## config.mk

```make
export PLATFORM = sky130hd
export DESIGN_NAME = led_frame_writer
export DESIGN_NICKNAME = d
export VERILOG_FILES = /design/src/rtl/led_frame_writer.sv
export SDC_FILE = /design/constraint.sdc
export NUM_CORES = 1
export LEC_CHECK = 0
export ABC_AREA = 1
export CAP_MARGIN = 20
export CORE_AREA = 8 8 144 146
export DETAILED_ROUTE_END_ITERATION = 7
export DIE_AREA = 0 0 152 154
export GPL_TIMING_DRIVEN = 0
export REMOVE_ABC_BUFFERS = 1
export SYNTH_ARGS = -nofsm -noshare
export SYNTH_HDL_FRONTEND = slang
export SYNTH_SLANG_ARGS = --single-unit
```

## constraint.sdc

```tcl
create_clock -name clk -period 3.1 [get_ports clk]
set_input_delay 0.62 -clock clk [delete_from_list [all_inputs] [get_ports clk]]
set_output_delay 0.62 -clock clk [all_outputs]
set_load 0.01 [all_outputs]
```

## src/rtl/led_frame_writer.sv

```systemverilog
// led_frame_writer: splits a raster RGB pixel stream into bit planes and writes them to the back buffer.
// Latency: first plane write one cycle after acceptance (two with GAMMA_CORRECT_EN), then one plane per cycle.
// Backpressure: s_pixel_ready is low while a pixel's planes are being written; one pixel per bitdepth+1 cycles.
//
// Ports:
//   clk, ctrl_rst (async, active-high), ctrl_en (low forces IDLE and drops the partial frame)
//   ctrl_n_rows / ctrl_n_cols / ctrl_bitdepth : frame geometry and plane count, latched on SOF
//   disp_buffer  : buffer currently displayed; the other one is written
//   s_pixel_*    : valid/ready pixel stream, {R,G,B} with R in the MSBs, sof on pixel (0,0)
//   mem_*        : bit-plane BRAM write port, {R0,G0,B0,R1,G1,B1} words, top half in bits 5:3
//   frame_done   : pulse the cycle after the last write of a complete frame
//   frame_abort  : pulse when SOF arrives in the middle of a frame
//
// Optional build macro GAMMA_CORRECT_EN: each channel becomes (c*c)>>BITDEPTH_MAX before plane
// extraction, costing one extra pipeline cycle per pixel.

module led_frame_writer #(
    parameter int N_ROWS_MAX       = 64,
    parameter int N_COLS_MAX       = 256,
    parameter int BITDEPTH_MAX     = 8,
    parameter int CTRL_REG_WIDTH   = 32,
    parameter int MEM_W_ADDR_WIDTH = $clog2(N_ROWS_MAX*N_COLS_MAX)-1,
    parameter int MEM_W_DATA_WIDTH = 6
) (
    input  logic                            clk,
    input  logic                            ctrl_rst,
    input  logic                            ctrl_en,
    input  logic [CTRL_REG_WIDTH-1:0]       ctrl_n_rows,
    input  logic [CTRL_REG_WIDTH-1:0]       ctrl_n_cols,
    input  logic [CTRL_REG_WIDTH-1:0]       ctrl_bitdepth,
    input  logic                            disp_buffer,
    input  logic                            s_pixel_valid,
    output logic                            s_pixel_ready,
    input  logic                            s_pixel_sof,
    input  logic [3*BITDEPTH_MAX-1:0]       s_pixel_data,
    output logic                            mem_clk,
    output logic                            mem_we,
    output logic                            mem_buffer,
    output logic [MEM_W_ADDR_WIDTH-1:0]     mem_addr,
    output logic [$clog2(BITDEPTH_MAX)-1:0] mem_bit,
    output logic [MEM_W_DATA_WIDTH-1:0]     mem_dout,
    output logic [MEM_W_DATA_WIDTH-1:0]     mem_wmask,
    output logic                            frame_done,
    output logic                            frame_abort
);

    localparam int ROW_W = $clog2(N_ROWS_MAX + 1);
    localparam int COL_W = $clog2(N_COLS_MAX + 1);
    localparam int BD_W  = $clog2(BITDEPTH_MAX + 1);
    localparam int BIT_W = $clog2(BITDEPTH_MAX);
    localparam int PIX_W = 3 * BITDEPTH_MAX;

    localparam logic [MEM_W_DATA_WIDTH-1:0] MASK_TOP = MEM_W_DATA_WIDTH'(6'b111000);
    localparam logic [MEM_W_DATA_WIDTH-1:0] MASK_BOT = MEM_W_DATA_WIDTH'(6'b000111);

    localparam logic [1:0] ST_IDLE   = 2'd0;
    localparam logic [1:0] ST_ACCEPT = 2'd1;
    localparam logic [1:0] ST_WRITE  = 2'd2;
`ifdef GAMMA_CORRECT_EN
    localparam logic [1:0] ST_GAMMA  = 2'd3;
`endif

    logic [1:0]                  state;
    logic [ROW_W-1:0]            n_rows_q;
    logic [COL_W-1:0]            n_cols_q;
    logic [BD_W-1:0]             bd_q;
    // Position of the pixel currently held (or next to be accepted).
    logic [ROW_W-1:0]            row_q;
    logic [COL_W-1:0]            col_q;
    // Running half-frame word address; restarts at 0 when the bottom half begins.
    logic [MEM_W_ADDR_WIDTH-1:0] addr_q;
    logic                        bottom_q;
    logic [PIX_W-1:0]            pix_q;

    logic [ROW_W-1:0]            cfg_rows;
    logic [COL_W-1:0]            cfg_cols;
    logic [BD_W-1:0]             cfg_bd;
    logic                        accept;
    logic                        take;
    logic                        last_plane;
    logic                        last_col;
    logic                        last_row;
    logic                        half_row_end;
`ifndef GAMMA_CORRECT_EN
    logic [BD_W-1:0]             bd_eff;
`endif

    assign mem_clk = clk;

    // Extract plane b: the bitdepth most significant bits of each channel are used, plane 0 = least
    // significant of those.
    function automatic logic [MEM_W_DATA_WIDTH-1:0] plane_word(
        input logic [PIX_W-1:0] px,
        input logic [BD_W-1:0]  bd,
        input logic [BIT_W-1:0] b
    );
        logic [BITDEPTH_MAX-1:0] cr;
        logic [BITDEPTH_MAX-1:0] cg;
        logic [BITDEPTH_MAX-1:0] cb;
        logic [BIT_W-1:0]        sel;
        cr  = px[3*BITDEPTH_MAX-1:2*BITDEPTH_MAX];
        cg  = px[2*BITDEPTH_MAX-1:BITDEPTH_MAX];
        cb  = px[BITDEPTH_MAX-1:0];
        sel = BIT_W'(BITDEPTH_MAX - int'(bd) + int'(b));
        return MEM_W_DATA_WIDTH'({cr[sel], cg[sel], cb[sel], cr[sel], cg[sel], cb[sel]});
    endfunction

`ifdef GAMMA_CORRECT_EN
    function automatic logic [PIX_W-1:0] gamma(input logic [PIX_W-1:0] px);
        logic [PIX_W-1:0]          o;
        logic [BITDEPTH_MAX-1:0]   c;
        logic [2*BITDEPTH_MAX-1:0] sq;
        o = '0;
        for (int ch = 0; ch < 3; ch++) begin
            c  = px[ch*BITDEPTH_MAX +: BITDEPTH_MAX];
            sq = {{BITDEPTH_MAX{1'b0}}, c} * {{BITDEPTH_MAX{1'b0}}, c};
            o[ch*BITDEPTH_MAX +: BITDEPTH_MAX] = sq[2*BITDEPTH_MAX-1:BITDEPTH_MAX];
        end
        return o;
    endfunction
`endif

    always_comb begin
        // Out-of-range geometry is clamped so a bad register value cannot overrun the buffer.
        cfg_rows = (ctrl_n_rows > CTRL_REG_WIDTH'(N_ROWS_MAX)) ? ROW_W'(N_ROWS_MAX)
                                                               : ctrl_n_rows[ROW_W-1:0];
        cfg_cols = (ctrl_n_cols > CTRL_REG_WIDTH'(N_COLS_MAX)) ? COL_W'(N_COLS_MAX)
                                                               : ctrl_n_cols[COL_W-1:0];
        if (ctrl_bitdepth == '0)
            cfg_bd = BD_W'(1);
        else if (ctrl_bitdepth > CTRL_REG_WIDTH'(BITDEPTH_MAX))
            cfg_bd = BD_W'(BITDEPTH_MAX);
        else
            cfg_bd = ctrl_bitdepth[BD_W-1:0];

        accept       = s_pixel_valid && s_pixel_ready;
        // In IDLE only an SOF pixel starts a frame; anything else is consumed and dropped.
        take         = accept && (s_pixel_sof || (state == ST_ACCEPT));
        last_plane   = (BD_W'(mem_bit) + BD_W'(1)) == bd_q;
        last_col     = col_q == (n_cols_q - COL_W'(1));
        last_row     = row_q == (n_rows_q - ROW_W'(1));
        half_row_end = row_q == ((n_rows_q >> 1) - ROW_W'(1));
`ifndef GAMMA_CORRECT_EN
        bd_eff       = s_pixel_sof ? cfg_bd : bd_q;
`endif
    end

    always_ff @(posedge clk or posedge ctrl_rst) begin
        if (ctrl_rst) begin
            state         <= ST_IDLE;
            s_pixel_ready <= 1'b0;
            mem_we        <= 1'b0;
            mem_buffer    <= 1'b0;
            mem_addr      <= '0;
            mem_bit       <= '0;
            mem_dout      <= '0;
            mem_wmask     <= '0;
            frame_done    <= 1'b0;
            frame_abort   <= 1'b0;
            n_rows_q      <= '0;
            n_cols_q      <= '0;
            bd_q          <= '0;
            row_q         <= '0;
            col_q         <= '0;
            addr_q        <= '0;
            bottom_q      <= 1'b0;
            pix_q         <= '0;
        end else begin
            frame_done  <= 1'b0;
            frame_abort <= 1'b0;
            if (!ctrl_en) begin
                state         <= ST_IDLE;
                s_pixel_ready <= 1'b0;
                mem_we        <= 1'b0;
            end else begin
                case (state)
                    ST_IDLE, ST_ACCEPT: begin
                        s_pixel_ready <= 1'b1;
                        mem_we        <= 1'b0;
                        if (take) begin
                            if (s_pixel_sof) begin
                                n_rows_q    <= cfg_rows;
                                n_cols_q    <= cfg_cols;
                                bd_q        <= cfg_bd;
                                mem_buffer  <= ~disp_buffer;
                                row_q       <= '0;
                                col_q       <= '0;
                                addr_q      <= '0;
                                bottom_q    <= 1'b0;
                                frame_abort <= (state == ST_ACCEPT);
                            end
                            pix_q         <= s_pixel_data;
                            s_pixel_ready <= 1'b0;
`ifdef GAMMA_CORRECT_EN
                            state         <= ST_GAMMA;
`else
                            state         <= ST_WRITE;
                            mem_we        <= 1'b1;
                            mem_bit       <= '0;
                            mem_dout      <= plane_word(s_pixel_data, bd_eff, '0);
                            // Counters are only cleared at this edge, so SOF selects position 0 here.
                            mem_addr      <= s_pixel_sof ? '0 : addr_q;
                            mem_wmask     <= (s_pixel_sof || !bottom_q) ? MASK_TOP : MASK_BOT;
`endif
                        end
                    end
`ifdef GAMMA_CORRECT_EN
                    ST_GAMMA: begin
                        pix_q     <= gamma(pix_q);
                        state     <= ST_WRITE;
                        mem_we    <= 1'b1;
                        mem_bit   <= '0;
                        mem_dout  <= plane_word(gamma(pix_q), bd_q, '0);
                        mem_addr  <= addr_q;
                        mem_wmask <= bottom_q ? MASK_BOT : MASK_TOP;
                    end
`endif
                    ST_WRITE: begin
                        if (last_plane) begin
                            mem_we        <= 1'b0;
                            s_pixel_ready <= 1'b1;
                            if (last_row && last_col) begin
                                frame_done <= 1'b1;
                                state      <= ST_IDLE;
                            end else begin
                                state <= ST_ACCEPT;
                                if (last_col) begin
                                    col_q <= '0;
                                    row_q <= row_q + ROW_W'(1);
                                    if (half_row_end) begin
                                        addr_q   <= '0;
                                        bottom_q <= 1'b1;
                                    end else begin
                                        addr_q <= addr_q + MEM_W_ADDR_WIDTH'(1);
                                    end
                                end else begin
                                    col_q  <= col_q + COL_W'(1);
                                    addr_q <= addr_q + MEM_W_ADDR_WIDTH'(1);
                                end
                            end
                        end else begin
                            mem_bit  <= mem_bit + BIT_W'(1);
                            mem_dout <= plane_word(pix_q, bd_q, mem_bit + BIT_W'(1));
                        end
                    end
                    default: begin
                        state <= ST_IDLE;
                    end
                endcase
            end
        end
    end

endmodule

```

Word-level counts from Yosys, hierarchy flattened
Cells that the tools add are included.
{"block": "classes", "n_reduce_logical": 19, "eq_ne": 16, "order_cmp": 5, "n_mul": 0, "bitwise": 1, "n_shift": 0, "n_div": 0, "add_sub_neg": 11, "muxes": 71}
{"cell": "two-way mux 13 bit", "n": 6}
{"cell": "two-way mux 9 bit", "n": 6}
{"cell": "two-way mux 7 bit", "n": 6}
{"cell": "greater-than comparator 32 x 4 -> 1 bit, second input constant", "n": 1}
{"cell": "greater-than comparator 32 x 7 -> 1 bit, second input constant", "n": 1}
{"cell": "greater-than comparator 32 x 9 -> 1 bit, second input constant", "n": 1}
{"cell": "logical NOT 32 bit", "n": 1}
{"cell": "two-way mux 1 bit", "n": 27}
{"cell": "case mux 13 bit (2 select lines)", "n": 1}
{"cell": "binary-select mux 1 bit (select 3 bit)", "n": 6}
{"cell": "two-way mux 6 bit", "n": 3}
{"cell": "case mux 9 bit (2 select lines)", "n": 1}
{"cell": "== test 7 bit", "n": 2}
{"cell": "inequality test 2 bit, second input constant", "n": 7}
{"cell": "case mux 7 bit (2 select lines)", "n": 1}
{"cell": "adder 13 x 1 -> 13 bit, second input constant", "n": 1}
{"cell": "two-way mux 4 bit", "n": 3}
{"cell": "case mux 6 bit (2 select lines)", "n": 1}
{"cell": "adder 9 x 1 -> 9 bit, second input constant", "n": 1}
{"cell": "== test 9 bit", "n": 1}
{"cell": "subtractor 9 x 1 -> 9 bit, second input constant", "n": 1}
{"cell": "< comparator 3 x 4 -> 1 bit, second input constant", "n": 2}
{"cell": "AND reduction 4 bit", "n": 2}
{"cell": "AND reduction 8 bit", "n": 1}
{"cell": "other kinds (29)", "n": 40}
{"block": "totals", "memories": 0, "register_bits": 109, "mem_bits_rw": 0, "output_inout_bits": 34, "romBits": 0, "latch_bits": 0}

Longest topological paths before layout
{"block": "depth", "word_depth": 9, "ltp_mapped": 17}

==> out/qor.yml <==
floorplan:
  ios: 160
  core_area_sq_um: 18500
  rows: 50
  die_y_um: 154
  die_area_sq_um: 23400
  die_x_um: 152
  start_util_pct: 34.3
clocking:
  cts_tree: "built"
  cts_setup_buffers: 0
  clkTransAtPathRegs_ns: 0.07
  postCtsHoldBufs: 0
  insertion_delay_ns: 0.47
grt:
  grt_overflow: 0
  grt.met1_usage_pct: 19.6
  grt_pass1_vias: 6002
  grt_max_degree: 67
  antenna_found_initial: 0
  grt_pass1_wl_mm: 30.1
  met2_usage_pct: 26.0
  grt_usage_pct: 15.6
  busiest_layer: "met2"
  use_met3_pct: 4.06
setup_path:
  startpoint_type: "clock port"
  path_common_cell: "clkbuf_16"
  path_max_fanout: 2
  cp.arrival_ns: 2.27
  worstSetupPathType: "clock port to output pin"
  rrSetupSlack_ns: 0.42
  cp_data_required_time_ns: 2.48
  critPathMaxStageDelay_ns: 0.47
  crit_chain: "clkbuf_16 > clkbuf_16 > clkdlybuf4s50_1"
  slowest_stage: "clkdlybuf4s50_1"
  endpoint_kind: "output pin"
detailed_routing:
  drt_iter0_markers: 306
  dr.pass1.iters: 5
  vias_per_cell: 4.82
  wl_mm: 18.0
  drc: 0
  detail_route.wl_per_cell_um: 14.6
  ant_nets: 0
  vias: 5956
timing:
  hold_viol: 0
  relSlewSlack_pct: 47.0
  rsz0062_at_grt: "no"
  tightest_slew_ns: 0.795
  slew_viol_final: 0
  report.final.setup_viol: 0
  fin_skew_ns: 0.0113
  fin_setup_tns_ns: 0
  fin_hold_ws_ns: 0.479
place:
  hpwl_mm: 13.2
  dp_cells: 1215
  io_buffers: 159
  gp_congestion: 0.837
pwr:
  leakage_nw: 3.77
  p_total_mw: 5.25
  max-vdd-ir-drop_uv: 441
  power_density_nw_per_um2: 618
yosys:
  ys_ff_latch: 102
  synthCells: 859
  ys.warnings.count: 0
  synthTopCellsByArea: "dfrtp_1, nand2_1, nand3_1"
  avgSynthCellArea_sq_um: 7.38
  synth.top_cell.area_share_pct: 40.3
  netlist_area_sq_um: 6340
  ys_seq_area_share_pct: 40.3
  yosysTopAreaCell: "dfrtp_1"
  synth.distinct_cells: 44
run:
  maxCapViolations: 0
cells_and_area:
  syn2layout_area_growth_pct: 34.3
  drive_above_1_share_pct: 6.39
  nets: 1135
  fin_cells: 1236
  diodes: 0
  final_core_util_pct: 46.1
hold_path:
  hold_path_class: "flip-flop to flip-flop"
status:
  status: "complete, no violations"
==> metal layers <==
metal  wire [um]  up-vias  part of all wire [%]
met5           0        -                     0
met4         214        0                   1.2
met3         873       19                   4.8
met2        8280      159                    46
met1        8680     2719                    48
li1            -     3059                     -
==> flip-flops by register name (all words and copies together), names as in the netlist, 4 cells and up <==
name      count
addr_q       13
bd_q          4
col_q         9
mem_addr     13
n_cols_q      9
n_rows_q      7
pix_q        24
row_q         7
==> stage by stage <==
stage / cell area, sq um / setup slack (ns)
final: 8510 / 0.215
after global routing: 8510 / 0.0495
after CTS: 8480 / 0.0733
after detailed placement: 8060 / -1.66
after global placement: 8010 / -2.19
after floorplan: 6130 / -0.195
==> cells in the final DEF (no fill, tap or decap), types with 5 or more instances in the layout <==
cell type	instances
a21oi_1	11
clkbuf_16	12
clkdlybuf4s50_1	158
dfrtp_1	102
ha_1	10
inv_1	80
inv_2	5
nand2_1	214
nand2_2	5
nand3_1	82
nand4_1	9
nor2_1	87
nor3_1	12
nor4_1	14
o211ai_1	7
o21ai_0	70
o21ai_1	8
o21ai_2	6
o22ai_1	6
o31ai_1	6
or2_2	7
xnor2_1	12
xor2_1	37
==> cells in the mapped netlist <==
library cell and instances:
a211oi_1 1, a211oi_2 1, a21oi_1 11, a21oi_2 1
a2bb2oi_1 1, and3_1 1, buf_1 4, buf_2 4
buf_4 9, buf_6 3, clkbuf_1 18, clkbuf_2 1
clkinv_1 1, dfrtp_1 102, fa_1 1, ha_1 11
inv_1 84, inv_2 4, nand2_1 217, nand2_2 3
nand2_4 1, nand3_1 82, nand3_2 2, nand3_4 1
nand4_1 9, nor2_1 88, nor2_2 3, nor2_4 1
nor3_1 12, nor3_2 2, nor4_1 14, o211ai_1 7
o21a_1 2, o21ai_0 70, o21ai_1 8, o21ai_2 6
o22ai_1 6, o31ai_1 6, o32ai_1 3, o41ai_1 1
or2_1 1, or2_2 7, xnor2_1 12, xor2_1 37
==> report_power, final <==
part	switching (mW)	leakage, nW	internal [mW]
registers	0.226	1.34	1.59
logic	1.11	2.24	0.901
clock network	0.544	0.194	0.882
==> repair_timing <==
action | in CTS | in global routing
setup endpoints to repair | 80 | 17
gates cloned | 2 | 0
gates resized for setup | 11 | 4
==> worst max-delay path, delay by kind of cell <==
kind / cells / cell delay [ns]
buffers and inverters: 3 / 0.72
==> cell type report <==
cell class	count	area, sq um
clock buffers	18	359
clock inverters	2	38.8
fillers	1838	9950
inverters	89	345
multi-input cells	629	3280
flip-flops and latches	102	2550
well taps	234	293
repair buffers	160	1630
repair inverters	2	10.0
==> final timing paths <==
kind	startpoint	end	cells past startpoint
hold / removal	mem_addr[11]	mem_addr[11]	2
min in group asynchronous	ctrl_rst	row_q[0]	2
hold reg to reg	mem_addr[11]	mem_addr[11]	2
setup / recovery	clk	mem_clk	3
max in group asynchronous	ctrl_rst	addr_q[12]	3
setup reg to reg	state[0]	mem_dout[4]	8
==> cells by family after synthesis <==
| group | count (synthesis) | share of synthesized area, % |
|---|---|---|
| xor+xnor | 49 | 6.77 |
| buf+inv | 128 | 8.57 |
| simple gates | 444 | 30.5 |
| flops | 102 | 40.3 |
| compound gates | 124 | 11.4 |
| fa+ha+maj | 12 | 2.49 |
(Power assumes the default switching activity.)
